### config.mk
export PLATFORM = sky130hd
export DESIGN_NAME = moore_seq_driver
export DESIGN_NICKNAME = d
export VERILOG_FILES = /design/src/rtl/moore_seq_driver.sv
export SDC_FILE = /design/constraint.sdc
export NUM_CORES = 1
export LEC_CHECK = 0
export CAP_MARGIN = 10
export CORE_AREA = 10 10 69 71
export DETAILED_ROUTE_END_ITERATION = 7
export DIE_AREA = 0 0 79 81
export PLACE_DENSITY = 0.5
export RECOVER_POWER = 25
export SLEW_MARGIN = 10
export SYNTH_ARGS = -nofsm -noshare
export SYNTH_HDL_FRONTEND = slang
export SYNTH_SLANG_ARGS = --single-unit
### constraint.sdc
create_clock -name clock -period 6.4 [get_ports clock]
set_clock_uncertainty 0.2 [all_clocks]
set_input_delay 1.28 -clock clock [delete_from_list [all_inputs] [get_ports clock]]
set_output_delay 1.28 -clock clock [all_outputs]
set_load 0.005 [all_outputs]
### src/rtl/moore_seq_driver.sv
// Drives a five-state Moore detector along shortest routes to requested states and shadows its state.
// Optional output checker is built when MOORE_DRV_CHECK_EN is defined.
module moore_seq_driver #(
    parameter int MAX_STEPS = 4,
    parameter bit PARK_EN   = 1'b1
) (
    input  logic       clock,
    input  logic       reset,
    input  logic       req_valid,
    input  logic [2:0] req_target,
    output logic       req_ready,
    output logic [1:0] drv_sym,
    input  logic       fsm_out,
    output logic [2:0] shadow_state,
    output logic       done,
    output logic [2:0] done_steps,
    output logic       done_err,
    input  logic       err_clr,
    output logic       mismatch
);

    typedef enum logic [1:0] {S_IDLE, S_RUN, S_DONE} ctl_e;

    localparam logic [2:0] MAX_L = 3'(MAX_STEPS);

    ctl_e       ctl_q, ctl_d;
    logic [2:0] shadow_q, shadow_d;
    logic [2:0] target_q, target_d;
    logic [2:0] steps_q, steps_d;
    logic       err_q, err_d;
    logic       at_target, timeout;

    function automatic logic [2:0] det_next(input logic [2:0] s, input logic [1:0] sym);
        logic [2:0] n;
        n = 3'd0;
        case (s)
            3'd0: case (sym)
                      2'b00:   n = 3'd0;
                      2'b01:   n = 3'd4;
                      2'b10:   n = 3'd1;
                      default: n = 3'd2;
                  endcase
            3'd1: n = (sym == 2'b00) ? 3'd0 : ((sym == 2'b10) ? 3'd2 : 3'd1);
            3'd2: n = sym[1] ? 3'd3 : 3'd1;
            3'd3: n = sym[0] ? 3'd4 : 3'd3;
            3'd4: n = (sym == 2'b11) ? 3'd4 : 3'd0;
            default: n = 3'd0;
        endcase
        return n;
    endfunction

    function automatic logic [1:0] route_sym(input logic [2:0] s, input logic [2:0] t);
        logic [1:0] r;
        r = 2'b00;
        case (s)
            3'd0: case (t)
                      3'd0:         r = 2'b00;
                      3'd1:         r = 2'b10;
                      3'd2, 3'd3:   r = 2'b11;
                      default:      r = 2'b01;
                  endcase
            3'd1: r = (t == 3'd2 || t == 3'd3) ? 2'b10 : 2'b00;
            3'd2: r = (t == 3'd3 || t == 3'd4) ? 2'b10 : 2'b00;
            3'd3: r = (t == 3'd3) ? 2'b00 : 2'b01;
            3'd4: r = (t == 3'd4) ? 2'b11 : 2'b00;
            default: r = 2'b00;
        endcase
        return r;
    endfunction

    // st2 has no self-loop, so its park symbol drifts the detector to st1
    function automatic logic [1:0] park_sym(input logic [2:0] s);
        logic [1:0] p;
        p = 2'b00;
        if (PARK_EN) begin
            if (s == 3'd1)      p = 2'b01;
            else if (s == 3'd4) p = 2'b11;
        end
        return p;
    endfunction

    assign at_target = (shadow_q == target_q);
    assign timeout   = (steps_q == MAX_L);

    always_ff @(posedge clock) begin
        if (reset) begin
            ctl_q    <= S_IDLE;
            shadow_q <= 3'd0;
            target_q <= 3'd0;
            steps_q  <= 3'd0;
            err_q    <= 1'b0;
        end else begin
            ctl_q    <= ctl_d;
            shadow_q <= shadow_d;
            target_q <= target_d;
            steps_q  <= steps_d;
            err_q    <= err_d;
        end
    end

    always_comb begin
        ctl_d    = ctl_q;
        target_d = target_q;
        steps_d  = steps_q;
        err_d    = err_q;
        case (ctl_q)
            S_IDLE: if (req_valid) begin
                target_d = req_target;
                steps_d  = 3'd0;
                err_d    = (req_target > 3'd4);
                ctl_d    = (req_target > 3'd4) ? S_DONE : S_RUN;
            end
            S_RUN: begin
                if (at_target) begin
                    ctl_d = S_DONE;
                end else if (timeout) begin
                    err_d = 1'b1;
                    ctl_d = S_DONE;
                end else begin
                    steps_d = steps_q + 3'd1;
                end
            end
            default: ctl_d = S_IDLE;
        endcase
    end

    always_comb begin
        req_ready  = (ctl_q == S_IDLE) && !reset;
        drv_sym    = park_sym(shadow_q);
        if (ctl_q == S_RUN && !at_target && !timeout)
            drv_sym = route_sym(shadow_q, target_q);
        done       = (ctl_q == S_DONE);
        done_steps = done ? steps_q : 3'd0;
        done_err   = done && err_q;
    end

    assign shadow_d     = det_next(shadow_q, drv_sym);
    assign shadow_state = shadow_q;

`ifdef MOORE_DRV_CHECK_EN
    logic rst_hold_q;
    logic mismatch_q, mismatch_d;

    function automatic logic exp_out(input logic [2:0] s);
        return (s == 3'd0) || (s == 3'd2) || (s == 3'd4);
    endfunction

    always_comb begin
        mismatch_d = mismatch_q;
        if (!rst_hold_q && (fsm_out != exp_out(shadow_q)))
            mismatch_d = 1'b1;
        else if (err_clr)
            mismatch_d = 1'b0;
    end

    always_ff @(posedge clock) begin
        if (reset) begin
            rst_hold_q <= 1'b1;
            mismatch_q <= 1'b0;
        end else begin
            rst_hold_q <= 1'b0;
            mismatch_q <= mismatch_d;
        end
    end

    assign mismatch = mismatch_q;
`else
    logic unused_chk;
    assign unused_chk = ^{fsm_out, err_clr};
    assign mismatch   = 1'b0;
`endif

endmodule
# Yosys cells after proc, flatten, opt, wreduce, memory -nomap -nowiden
# Cells that the tools add are included.
# classes
magnitude_cmp,1
add_sub_neg,1
n_reduce_logical,19
n_eq_ne,20
n_mux,30
# ops
cell,n
2-to-1 mux 2 bit,13
2-to-1 mux 3 bit,6
one-hot mux 3 bit (5 select lines),1
equality test 3 x 2 -> 1 bit (second input constant),4
one-hot mux 2 bit (5 select lines),1
equality test 3 bit (second input constant),3
one-hot mux 3 bit (3 select lines),1
inequality test 2 bit (second input constant),4
AND reduction 4 bit,2
equality test 2 bit (second input constant),3
equality test 3 x 1 -> 1 bit (second input constant),2
zero test 3 bit,2
one-hot mux 2 bit (3 select lines),1
one-hot mux 3 bit (2 select lines),1
equality test 2 x 1 -> 1 bit (second input constant),2
logical AND 1 bit,4
zero test 2 bit,2
2-to-1 mux 1 bit,4
one-hot mux 2 bit (2 select lines),1
AND reduction 2 bit,2
adder 3 x 1 -> 3 bit (second input constant),1
equality test 3 bit,1
> comparator 3 bit (second input constant),1
zero test 1 bit,3
other kinds (5),6
# totals
out_inout_bits,12
regBits,12
inputBits,8

# Depth between registers and ports, before layout
# Gate-level depths: netlist of the first run.
# depth
depth_word,9
mapped_depth,8
mapped_depth_nobuf,7

# Worst setup path before layout of the first run
# Ideal clock, no wire load.
# synth_timing
kind,input to output
from,input port reset
to,output port req_ready
arrival_ps,1646
slack_ps,3274
path_buffers,1
path_stages,2
path_cell_list,clkbuf_1 nor3_1
# synth_via
elab_chain_cells,2
# synth_rtl
item,line_no,rtl
from (decl),8,"input logic reset,"
zero test 1 bit,128,req_ready = (ctl_q == S_IDLE) && !reset;
logical AND 1 bit,128,
to (decl),11,"output logic req_ready,"
# Every way passes these cells.

# Worst setup path after layout of the first run
# layout_timing
from,"register shadow_q[1], in the netlist shadow_state[1]"
to,output port drv_sym[1]
# layout_via
elab_chain_cells,5
word_cells_on_any_way,13
# layout_rtl
item,line_no,rtl
from (decl),27,"logic [2:0] shadow_q, shadow_d;"
from (signal assigned),94,shadow_q <= shadow_d;
"parallel branches: the longest is 4 deep, another holds one-hot mux 2 bit (5 select lines)",-,
2-to-1 mux 2 bit *,130,if (ctl_q == S_RUN && !at_target && !timeout)
to (decl),12,"output logic [1:0] drv_sym,"
# Every way passes the cells marked *.

==> impl_metrics.yaml, run 1 <==
status:
  status: "finished with violations"
  violations: "max-capacitance violations, max-slew violations"
floorplan:
  die_w_um: 79
  die_h_um: 81
  dieArea_um2: 6400
  start_util_pct: 24.5
  coreArea_um2: 3520
  num_io_pins: 20
  rows: 22
synth:
  synth_top_cell_area_share_pct: 27.9
  synth_flop_cell: "dfxtp_1"
  synth-adder-area-share_pct: 2.90
  yosys-top-cells-count: "13 x nor2_1, 12 x dfxtp_1, 6 x nand2_1"
  synth-seq-area-share_pct: 27.9
  yosysMostFrequentCell: "nor2_1"
  synth_xor_xnor_area_share_pct: 6.10
  async_flop_share_pct: 0
  synth_edf_count: 0
  syn_area_um2: 862
  synth.area.mux_share_pct: 3.48
  synthCells: 108
  synth_compound_area_share_pct: 23.9
  synth_area_leaders: "dfxtp_1 28%, nor2_1 5.7%, xnor2_1 5.1%"
  synth_top_family_by_area: "simple AND/OR/NAND/NOR gates"
  yosys_warnings: 0
  synth_top_area_cell: "dfxtp_1"
  synth_cell_type_count: 43
  syn-num-nets: 118
  yosys.area_share.simple_pct: 28.0
  syn_area_per_cell_um2: 7.98
  synth-seq-cells: 12
sta:
  hold_viol: 0
  finalSetupViolations: 0
  slew_viol_final: 13
  post-route-min-period_ns: 4.78
  rsz0062_at_grt: "false"
  fin_crit_sh_pct: 74.8
  finalSetupTns_ns: 0
  hold-worst-slack_ns: 0.291
  slew_headroom_pct: -8.92
  max_freq_mhz: 209
  tightest_slew_ns: 1.62
global_route:
  grt_start_max_net_pins: 17
  grt.total_usage_pct: 7.15
  antenna_found_initial: 0
  grt_overflow: 0
  grt_pass1_wl_mm: 3.64
  grt_pass1_vias: 784
routing:
  detail_route.vias_per_cell: 4.68
  drtAntennaViolNets: 0
  wl_mm: 2.14
  detail_route.drc_violations: 0
  first_iter_violations: 55
  dr.pass1.iters: 4
  vias: 782
  wl_per_cell_um: 12.8
critical_path:
  cp_data_arrival_time_ns: 3.30
  crit_fanout: 14
  worstSetupEndpointType: "output pin"
  crit_required_ns: 4.92
  worst_setup_path_start_kind: "flop"
  path_class: "flop to output pin"
cts:
  cts.htree.levels: 1
  cts_tree: "done"
  cts_resized: 0
  clkLatencyLatePin_ns: 0.27
  ctsRootBufferMaster: "clkbuf_4"
  holdBufCountCts: 0
  cts.sinks: 12
  clk_pin_slew_ns: 0.08
  cts_buffers: 3
  cts_buffer_depth: 2
  cts_setup_buffers: 0
power:
  p_comb_share_pct: 20.8
  powerDensity_nw_per_um2: 176
  intPower_uw: 133
  switching_share_pct: 28.3
  p_switching_uw: 52.5
  leakagePower_uw: 0.000388
  seqPwrFrac_pct: 45.8
  peakVddDrop_v: 0.0000525
  p_clk_share_pct: 33.4
place:
  dp_hpwl_mm: 1.57
  gp_congestion: 0.712
  dp_cells: 163
  port_buffers: 16
worst_hold_path:
  hold_path.class: "flop to flop"
run:
  cap_viol_max_count: 1
finish:
  fillers: 399
  antennaDiodeCount: 0
  area_growth_pct: 22.5
  layout-drive-gt1-share_pct: 6.72
  layout.nets: 130
  instances_no_fill: 167
-- per-layer routing --
metal,track usage [%],vias up,wire length (um)
li1,-,398,-
met5,0,-,0
met2,11.6,24,985
met4,3.76,0,22
met1,7.51,358,925
met3,3.64,2,204
-- cells by family after synthesis --
| kind of cell | Yosys count |
|---|---|
| simple gates | 45 |
| compound gates | 27 |
| flops | 12 |
| buf+inv | 12 |
| xor+xnor | 6 |
| mux | 3 |
| fa+ha+maj | 2 |
| other cells | 1 |
-- worst max-delay path, stage by stage, from the launching register on --
cell	delay, ns
dfxtp_1	0.65
xnor2_1	0.15
a311oi_1	1.28
nand2_1	0.13
a32o_1	0.36
clkdlybuf4s50_1	0.45
-- per-stage QoR --
step / power [uW] / instance area [um^2] / setup WS, ns / utilization (%)
floorplan: 113 / 862 / 3.27 / -
global placement: 125 / 1030 / 2.22 / 29.3
detailed placement: 126 / 1030 / 2.20 / 29.3
CTS: 189 / 1070 / 2.10 / 30.3
global route: 197 / 1060 / 1.30 / 30.0
finish: 185 / 1060 / 1.62 / 30.0
-- worst paths after layout --
path              cells past startpoint  slack (ns)             from              end
setup / recovery                      5        1.62  shadow_state[1]       drv_sym[1]
setup reg to reg                      5        3.29  shadow_state[1]  shadow_state[1]
hold / removal                        2        0.29       steps_q[0]       steps_q[0]
hold reg to reg                       2        0.29       steps_q[0]       steps_q[0]
-- cell type report --
class	count	area, um^2	share of cell area, %
inverter	3	11.3	1.07
timing repair buffer	16	160	15.2
tap	48	60.1	5.69
sequential	12	240	22.7
multi-input combinational	84	548	51.9
clock buffer	4	36.3	3.44
-- state kept, by name, summed over array words and instances (netlist names) --
register and flops:
shadow_state 3, err_q 1, steps_q 3, ctl_q 2
target_q 3
-- power by group through the flow --
| stage | Sequential [uW] | Combinational (uW) | Clock [uW] |
|---|---|---|---|
| 2_1_floorplan | 82.8 | 30.6 | 0 |
| 3_3_place_gp | 86.6 | 38.5 | 0 |
| 3_5_place_dp | 86.7 | 39.2 | 0 |
| 4_1_cts | 85.0 | 39.5 | 64.6 |
| 5_1_grt | 85.6 | 43.7 | 67.4 |
| 6_report | 84.9 | 38.6 | 62.0 |
-- placed cells by master (no fill, tap or decap), types with 2 or more instances in the layout --
master / count
nor2_1: 13
dfxtp_1: 12
clkbuf_4: 3
ha_1: 2
inv_1: 3
a211oi_1: 2
nor2b_1: 5
xnor2_1: 5
nand2b_1: 2
nand2_1: 6
clkdlybuf4s50_1: 16
mux2i_1: 3
and2_1: 5
nor3_1: 5
or2_2: 2
a21oi_1: 5
o21ai_0: 2
o211ai_1: 2
a21boi_0: 2
Note: power is estimated with default switching activity, not from simulation.
==> run 2, diff against run 1 <==
--- a/config.mk
+++ b/config.mk
@@ -9,7 +9,7 @@
 export CORE_AREA = 10 10 69 71
 export DETAILED_ROUTE_END_ITERATION = 7
 export DIE_AREA = 0 0 79 81
-export PLACE_DENSITY = 0.5
+export PLACE_DENSITY = 0.52
 export RECOVER_POWER = 25
 export SLEW_MARGIN = 10
 export SYNTH_ARGS = -nofsm -noshare
==> constraint.sdc (replaced) <==
create_clock -name clock -period 4.3 [get_ports clock]
set_clock_uncertainty 0.2 [all_clocks]
set_input_delay 0.86 -clock clock [delete_from_list [all_inputs] [get_ports clock]]
set_output_delay 0.86 -clock clock [all_outputs]
set_load 0.005 [all_outputs]
==> run 2 against run 1 <==
  * The run now ends clean
  * First-iteration DRC count fell by 24%
  * Worst setup slack worse by 1.1 ns
  * Sequential cell count is the same
  * Cell count unchanged
  * Wire length shrank 1.4%
  * Non-clock buffer count rose by 1
  * Final area fell by 0.47%
  * Die area unchanged
  * Critical path type unchanged
  * Via count up 0.13%
==> impl_metrics.yaml, run 2 (same netlist as run 1, synthesis figures left out) <==
status:
  status: "complete, no violations"
finish:
  utilization_pct: 29.8
  area_growth_pct: 21.9
  fillers: 418
  antennaDiodeCount: 0
  layout-drive-gt1-share_pct: 6.72
  final_common_cell: "clkdlybuf4s50_1"
  layout_common_cells: "16 x clkdlybuf4s50_1, 13 x nor2_1, 12 x dfxtp_1"
  layout.nets: 131
  design_area_um2: 1050
critical_path:
  path_delay_family: "buffers and inverters"
  cp_data_arrival_time_ns: 2.70
  crit_fanout: 14
  slowest_delay_ns: 0.63
  ff2ff_setup_slack_ns: 1.98
  crit_required_ns: 3.24
  crit_path_top_delay_cell: "dfxtp_1"
  r2r_start: "shadow_state[1]"
  reg2reg_to: "shadow_state[0]"
  path_class: "flop to output pin"
  reg2regPathDepth: 5
  path_cells: "xnor2_1 -> a311oi_1 -> clkbuf_1 -> nor3_1 -> a21oi_1 -> inv_1 -> clkdlybuf4s50_1"
  path_depth: 7
  worst_setup_path_start_kind: "flop"
  worst-path-buf-inv: 3
  worstSetupEndpointType: "output pin"
routing:
  dr_wl_met2_mm: 1.03
  route.met3.wl_um: 132
  drtAntennaViolNets: 0
  detail_route.vias_per_cell: 4.69
  dr.pass1.iters: 3
  routed.top_layer: "met4"
  wirelength_met1_um: 901
  first_iter_violations: 42
  detail_route.drc_violations: 0
  wl_per_cell_um: 12.6
  wl_mm: 2.11
  vias: 783
sta:
  finalSetupViolations: 0
  max_freq_mhz: 266
  fin_crit_sh_pct: 87.4
  tightest_slew_ns: 0.565
  slew_headroom_pct: 62.2
  hold-worst-slack_ns: 0.309
  post-route-min-period_ns: 3.76
  hold_viol: 0
  slew_viol_final: 0
  finalSetupTns_ns: 0
  rsz0062_at_grt: "false"
place:
  gp_congestion: 0.764
  dpl-instance-area_um2: 1040
  port_buffers: 16
  dp_hpwl_mm: 1.61
global_route:
  grt_overflow: 0
  grt_start_max_net_pins: 17
  grt_pass1_wl_mm: 3.46
  antenna_found_initial: 0
  grt.total_usage_pct: 6.67
  grt_pass1_vias: 776
floorplan:
  num_io_pins: 20
  die_h_um: 81
  start_util_pct: 24.5
  rows: 22
  die_w_um: 79
  coreArea_um2: 3520
  dieArea_um2: 6400
cts:
  cts.htree.levels: 1
  cts_setup_buffers: 0
  cts_buffers: 3
  cts_tree: "done"
  cts_buffer_depth: 2
  clk_pin_slew_ns: 0.07
  clkLatencyLatePin_ns: 0.27
  holdBufCountCts: 0
  cts_resized: 0
  ctsRootBufferMaster: "clkbuf_4"
  cts.sinks: 12
worst_hold_path:
  hold_path.class: "flop to flop"
  min_to: "steps_q[0]"
  worstHoldStart: "steps_q[0]"
  min_delay_path_depth: 2
power:
  p_switching_uw: 74.4
  p_clk_share_pct: 27.4
  fin_total_pwr_uw: 253
  leakagePower_uw: 0.000385
  switching_share_pct: 29.3
  seqPwrFrac_pct: 49.9
  peakVddDrop_v: 0.0000917
  intPower_uw: 179
  powerDensity_nw_per_um2: 241
  p_comb_share_pct: 22.7
run:
  cap_viol_max_count: 0
==> run 2: cell types whose count changed in the layout (fill, tap and decap cells not counted) <==
cell	delta
clkbuf_1	+1
clkbuf_8	-1
nor3b_1	-1
nor3b_2	+1
==> run 2: power by group through the flow <==
stage	clock network, uW	registers (uW)	logic (uW)
after floorplan	0	123	45.6
after global placement	0	129	57.8
after detailed placement	0	129	58.8
final	69.4	126	57.6
after CTS	72.9	127	59.3
after global routing	78.2	128	64.3
==> run 2: worst register-to-register path: cells and delay by family, from the launching register on <==
kind / cells / cell delay (ns)
compound gates: 2 / 0.72
xor+xnor: 1 / 0.15
buf+inv: 1 / 0.42
flops: 1 / 0.63
simple gates: 1 / 0.10
==> run 2: worst max path at each step <==
stage                         start    endpoint
floorplan                steps_q[0]  drv_sym[0]
global placement              reset   req_ready
detailed placement            reset   req_ready
CTS                 shadow_state[1]  drv_sym[0]
global route        shadow_state[1]  drv_sym[0]
finish              shadow_state[1]  drv_sym[0]
==> run 2: metal layers <==
layer,global-route usage (%),up-vias
met5,0,-
met1,6.31,365
li1,-,402
met2,12.6,14
met4,3.23,0
met3,2.43,2
==> run 2: cell type report <==
type | instances | area, um^2 | share of cell area (%)
repair buffers | 17 | 164 | 15.6
clock buffers | 3 | 22.5 | 2.14
inverters | 3 | 11.3 | 1.07
well taps | 48 | 60.1 | 5.71
flip-flops and latches | 12 | 240 | 22.9
multi-input cells | 84 | 553 | 52.6
==> run 2: stage by stage <==
step | setup slack [ns] | cells
floorplan | 1.75 | 108
global placement | 0.954 | 164
detailed placement | 0.946 | 164
CTS | 0.767 | 167
global route | 0.339 | 167
finish | 0.541 | 167
